### src/rtl/regfile_pkg.sv
// rtl/regfile_pkg.sv - shared sizes and types for the write-back register file
package regfile_pkg;

    localparam int NUM_REGS = 16;
    localparam int DATA_W   = 32;
    localparam int CNT_W    = 2;

    localparam logic [3:0] PC_REG = 4'd15;

    typedef logic [3:0]        reg_addr_t;
    typedef logic [DATA_W-1:0] word_t;
    typedef logic [CNT_W-1:0]  cnt_t;

    localparam cnt_t CNT_MAX = '1;

endpackage

### src/rtl/wb_scoreboard.sv
// rtl/wb_scoreboard.sv - per-register in-flight writer counters and per-port hazard flags
module wb_scoreboard
    import regfile_pkg::*;
(
    input  logic       clk,
    input  logic       reset,
    input  logic       issue_valid,
    input  logic       issue_we,
    input  logic [3:0] issue_dest,
    input  logic       wb_we,
    input  logic [3:0] wb_dest,
    input  logic       flush,
    input  logic [3:0] ra1,
    input  logic [3:0] ra2,
    input  logic [3:0] ra3,
    output logic       busy1,
    output logic       busy2,
    output logic       busy3,
    output logic       last1,
    output logic       last2,
    output logic       last3
);

    cnt_t cnt_q [NUM_REGS];
    cnt_t cnt_d [NUM_REGS];
    logic inc;
    logic dec;
    logic underflow;
    logic overflow;

    // Next counter values: issue adds a writer, write-back retires one; R15 never tracked.
    always_comb begin
        inc       = issue_valid & issue_we & (issue_dest != PC_REG);
        dec       = wb_we & (wb_dest != PC_REG);
        underflow = 1'b0;
        overflow  = 1'b0;
        for (int r = 0; r < NUM_REGS; r++) begin
            cnt_d[r] = cnt_q[r];
            if (flush) begin
                cnt_d[r] = '0;
            end else if (inc && (issue_dest == reg_addr_t'(r)) &&
                         !(dec && (wb_dest == reg_addr_t'(r)))) begin
                if (cnt_q[r] == CNT_MAX) begin
                    overflow = 1'b1;
                end else begin
                    cnt_d[r] = cnt_q[r] + 1'b1;
                end
            end else if (dec && (wb_dest == reg_addr_t'(r)) &&
                         !(inc && (issue_dest == reg_addr_t'(r)))) begin
                if (cnt_q[r] == '0) begin
                    underflow = 1'b1;
                end else begin
                    cnt_d[r] = cnt_q[r] - 1'b1;
                end
            end
        end
    end

    // Counter state; reset and flush both leave every register idle.
    always_ff @(posedge clk) begin
        if (reset) begin
            for (int r = 0; r < NUM_REGS; r++) begin
                cnt_q[r] <= '0;
            end
        end else begin
            cnt_q <= cnt_d;
        end
    end

    // Saturation only hides a bookkeeping bug upstream, so make it loud in simulation.
    always_ff @(posedge clk) begin
        if (!reset && !flush) begin
            assert (!underflow);
            assert (!overflow);
        end
    end

    assign busy1 = (cnt_q[ra1] != '0);
    assign busy2 = (cnt_q[ra2] != '0);
    assign busy3 = (cnt_q[ra3] != '0);

    // The last outstanding writer retiring now is covered by the bypass path.
    assign last1 = dec & (wb_dest == ra1) & (cnt_q[ra1] == cnt_t'(1));
    assign last2 = dec & (wb_dest == ra2) & (cnt_q[ra2] == cnt_t'(1));
    assign last3 = dec & (wb_dest == ra3) & (cnt_q[ra3] == cnt_t'(1));

endmodule

### src/rtl/wb_register_file.sv
// rtl/wb_register_file.sv - write-back register file with bypassed read ports and decode stall
module wb_register_file
    import regfile_pkg::*;
(
    input  logic        clk,
    input  logic        reset,
    input  logic        regwBoolean,
    input  logic [31:0] FinalResult,
    input  logic [3:0]  regselectordest,
    input  logic [31:0] pc_plus8,
    input  logic [3:0]  ra1,
    input  logic [3:0]  ra2,
    input  logic [3:0]  ra3,
    input  logic        use1,
    input  logic        use2,
    input  logic        use3,
    input  logic        issue_valid,
    input  logic        issue_we,
    input  logic [3:0]  issue_dest,
    input  logic        flush,
    output logic [31:0] rd1,
    output logic [31:0] rd2,
    output logic [31:0] rd3,
    output logic        stall
);

    word_t regs_q [NUM_REGS];
    word_t regs_d [NUM_REGS];
    logic  busy1, busy2, busy3;
    logic  last1, last2, last3;

    // PC alias first, then same-cycle write-through, then stored value.
    function automatic word_t read_port(input reg_addr_t ra, input word_t stored);
        if (ra == PC_REG) begin
            return pc_plus8;
        end else if (regwBoolean && (regselectordest == ra)) begin
            return FinalResult;
        end else begin
            return stored;
        end
    endfunction

    // Commit the write-back result; R15 writes are discarded.
    always_comb begin
        regs_d = regs_q;
        if (regwBoolean && (regselectordest != PC_REG)) begin
            regs_d[regselectordest] = FinalResult;
        end
    end

    // Register array state; a flush does not block the write-back commit.
    always_ff @(posedge clk) begin
        if (reset) begin
            for (int r = 0; r < NUM_REGS; r++) begin
                regs_q[r] <= '0;
            end
        end else begin
            regs_q <= regs_d;
        end
    end

    // Three combinational read ports for decode.
    always_comb begin
        rd1 = read_port(ra1, regs_q[ra1]);
        rd2 = read_port(ra2, regs_q[ra2]);
        rd3 = read_port(ra3, regs_q[ra3]);
    end

    wb_scoreboard u_scoreboard (
        .clk         (clk),
        .reset       (reset),
        .issue_valid (issue_valid),
        .issue_we    (issue_we),
        .issue_dest  (issue_dest),
        .wb_we       (regwBoolean),
        .wb_dest     (regselectordest),
        .flush       (flush),
        .ra1         (ra1),
        .ra2         (ra2),
        .ra3         (ra3),
        .busy1       (busy1),
        .busy2       (busy2),
        .busy3       (busy3),
        .last1       (last1),
        .last2       (last2),
        .last3       (last3)
    );

    // Stall when a consumed source still waits on a writer that is not retiring now.
    always_comb begin
        stall = (use1 & (ra1 != PC_REG) & busy1 & ~last1) |
                (use2 & (ra2 != PC_REG) & busy2 & ~last2) |
                (use3 & (ra3 != PC_REG) & busy3 & ~last3);
    end

endmodule

### config.mk
export PLATFORM = sky130hd
export DESIGN_NAME = wb_register_file
export DESIGN_NICKNAME = d
export VERILOG_FILES = /design/src/rtl/regfile_pkg.sv /design/src/rtl/wb_scoreboard.sv /design/src/rtl/wb_register_file.sv
export SDC_FILE = /design/constraint.sdc
export NUM_CORES = 2
export LEC_CHECK = 0
export ABC_AREA = 1
export CAP_MARGIN = 15
export CORE_MARGIN = 4
export CORE_UTILIZATION = 45
export DETAILED_ROUTE_END_ITERATION = 6
export HOLD_SLACK_MARGIN = 0.15
export MAX_ROUTING_LAYER = met4
export PLACE_DENSITY = 0.73
export SLEW_MARGIN = 40
export SYNTH_ARGS = -nofsm -noshare
export SYNTH_HDL_FRONTEND = slang
export SYNTH_SLANG_ARGS = --single-unit
### constraint.sdc
create_clock -name clk -period 2 [get_ports clk]
set_clock_uncertainty 0.15 [all_clocks]
set_input_delay 0.2 -clock clk [delete_from_list [all_inputs] [get_ports clk]]
set_output_delay 0.2 -clock clk [all_outputs]
set_load 0.02 [all_outputs]
==> qor.csv <==
metric,value,unit
DRC,0,
mapped cell area,34900,sq um
CTS max path bufs,3,
"Clk pin slew, worst setup/hold paths",0.06,ns
R2R Setup Slk,0.51,ns
first-pass GRT wire length,237000,microns
Setup crit end kind,output pin,
HP Start,regselectordest[0],
Clock Latency Late Sink,0.64,ns
Highest Signal Layer,met4,
# H-tree levels,2,
Die X,287,microns
Final min period,2.66,ns
# IOs,190,
Final Routed Wirelength,159000,microns
worst-margin pin slew,0.763,ns
Root Buffer Master,clkbuf_16,
Synth async-reset ratio,0,
VDD IR max,0.767,mV
Final setup viols,97,
Synth Register Bits,544,
"Avg Cell Area, Syn",6.21,sq um
vias in the first global route,40400,
HP Class,input port to register,
number of antenna violations at the first check in global routing,0,
drt pass-1 iters,7,
detailed placement HPWL,103000,microns
Starting Density,0.457,
share of the synthesized area in the top cell type,0.312,
die height,287,microns
Synth top cells by count,"1159 x o21ai_0, 1081 x a21oi_1, 949 x nand2_1",
Reg-to-Reg End,u_scoreboard.cnt_q[2]$_SDFFE_PP0P_,
gr usage total,0.375,
grt ovf,0,
fill cell count,7000,
Fmax,0.376,GHz
Synth area leaders,"dfxtp_1 31%, o21ai_0 17%, a21oi_1 15%, nand2_1 10%, o211ai_1 5.0%",
nets,5972,
Cell Rows,101,
reg2reg start,u_scoreboard.cnt_q[2]$_SDFFE_PP0P_,
Setup CP Type,register to output pin,
Hold Path End,regs_q[195]$_SDFFE_PP0P_,
maxcap violations,0,
unrepaired setup endpoints after global routing,true,
Critical Path RT,1.65,ns
placed cells,6798,
met3 routed wirelength,21800,microns
worst path arrival time,2.31,ns
met2 wire len,65100,microns
Post-Route M1 WL,58600,microns
"EDFF count, synth",0,
crit path max fanout,2,
hold path depth,7,
Slew HR,0.489,
Pwr Density,662,nW/um^2
Die Area,82100,sq um
syn_nets,5716,
startpoint types,register,
Detailed Route Iter0 Violations,6460,
Unique masters post-synth,33,
via count,44200,
Final Non-Filler Cells,6958,
DR WL/cell,22.9,microns
"area leader, netlist",dfxtp_1,
Core ar.,76500,sq um
final period utilization,1.33,
most common cell in the synthesized netlist,o21ai_0,
CTS tree,built,
Leak Pwr,18.3,nW
DR vias/cell,6.35,
largest net degree at the start of global routing,63,
TNS Setup,-24.75,ns
Yosys warnings,0,
failing checks,negative setup slack,
status,"finished, violations left",
final worst setup slack,-0.659,ns
ant diodes,0,
Synth Instances,5623,
Final Hold Viols,0,
CTS Sinks,544,
Routed Antenna Nets,0,
Buffers on Ports,189,
CTS buffer count,60,
GPL Wtd Cong,1.05,
register area share after synthesis,0.312,
worst reg-to-reg path cell count,7,
"Top FF cell, synth",dfxtp_1,
Syn-to-layout area delta,31.3,%
layout cells sized above 1,0.251,
fin. max-slew vios,0,
per-stage QoR:
| step | setup slack (ns) | cell area, sq um | util | hold slack [ns] | power, mW |
|---|---|---|---|---|---|
| floorplan | 0.286 | 34900 | - | 0.261 | 14.8 |
| global placement | -1.09 | 41500 | 0.542 | 0.280 | 17.8 |
| detailed placement | -1.07 | 41500 | 0.542 | 0.284 | 17.8 |
| CTS | -0.643 | 45000 | 0.588 | 0.175 | 29.9 |
| global route | -0.760 | 45800 | 0.599 | 0.218 | 31.2 |
| finish | -0.659 | 45800 | 0.599 | 0.209 | 30.3 |
critical path, cell delays in order (launching register included):
cell      delay (ns)
dfxtp_2         0.32
inv_2           0.06
a21oi_2         0.04
o21ai_1         0.08
o21ai_1         0.08
o211ai_1        0.62
nand2_1         0.14
nand2_1         0.12
nand2_1         0.08
buf_6           0.13
registers in the layout (all words and copies together), names as in the netlist:
signal and count:
regs_q 512, u_scoreboard.cnt_q 32
where the power goes:
| group | leakage, nW | internal [mW] | switching, mW | total, mW |
|---|---|---|---|---|
| registers | 4.49 | 11.1 | 0.176 | 11.2 |
| clock network | 0.999 | 6.86 | 4.98 | 11.8 |
| logic | 12.8 | 2.78 | 4.49 | 7.27 |
| total | 18.3 | 20.7 | 9.65 | 30.3 |
layer usage:
| layer | global-route usage | up-vias |
|---|---|---|
| met5 | - | - |
| met4 | 0.261 | 0 |
| met3 | 0.100 | 852 |
| met2 | 0.529 | 3236 |
| met1 | 0.464 | 20100 |
| li1 | - | 20000 |
logic make-up after synthesis:
group                  share of synthesized area
AO/OA/AOI/OAI                              0.380
XOR/XNOR                                 0.00176
buffers and inverters                      0.112
flip-flops                                 0.312
AND/OR/NAND/NOR                            0.194
area by class of cell:
class / instances / area (sq um) / area share
multi-input combinational: 4158 / 21500 / 0.469
clock buffer: 90 / 1770 / 0.0385
inverter: 365 / 1420 / 0.0310
clock inverter: 21 / 284 / 0.00620
tap: 1030 / 1290 / 0.0281
timing repair buffer: 750 / 8430 / 0.184
sequential: 544 / 11100 / 0.243
layout by cell type, fill, tap and decap left out, types with 4 or more instances in the layout:
cell,netlist,routed
a21oi_1,1081,935
nand2_1,949,870
o21ai_0,1159,839
buf_4,26,382
dfxtp_1,544,360
o21ai_1,43,349
nand3_1,310,254
nor2_1,262,232
o211ai_1,232,232
dfxtp_2,0,183
inv_2,16,177
buf_12,0,156
a21oi_2,0,145
inv_1,310,141
buf_6,7,107
clkdlybuf4s50_1,0,74
nand4_1,73,73
nand2_2,2,68
clkbuf_16,0,64
nand3_2,7,61
clkinv_1,36,35
nor2_4,0,21
clkbuf_1,259,16
o21ai_2,0,14
clkbuf_8,0,14
nor2_2,3,12
clkinv_2,2,11
nand2_4,0,11
buf_8,0,8
inv_4,1,7
nor3_2,6,7
buf_2,240,7
a211oi_1,7,6
bufinv_16,0,6
buf_16,0,6
xor2_1,7,5
nor3_1,7,4
a31oi_1,4,4
clkinvlp_4,0,4
worst max-delay path by stage:
stage | startpoint | endpoint | slack [ns] | cells after the start
after floorplan | regselectordest[3] | rd3[11] | 0.29 | 11
after CTS | regs_q[448]$_SDFFE_PP0P_ | rd1[0] | -0.64 | 9
after global routing | regs_q[448]$_SDFFE_PP0P_ | rd1[0] | -0.76 | 9
after detailed placement | regselectordest[2] | rd3[0] | -1.07 | 11
after global placement | ra2[3] | rd2[4] | -1.09 | 9
final | regs_q[448]$_SDFFE_PP0P_ | rd1[0] | -0.66 | 9
repair_timing:
item | CTS | global route
endpoints found under the setup margin | 97 | 97
setup buffers | 28 | 13
cloned | 6 | 2
hold endpoints to repair | 63 | 0
pin swaps | 361 | 369
gates resized for setup | 1276 | 380
hold buffers | 3 | 0
Note: power is estimated with default switching activity, not from simulation.
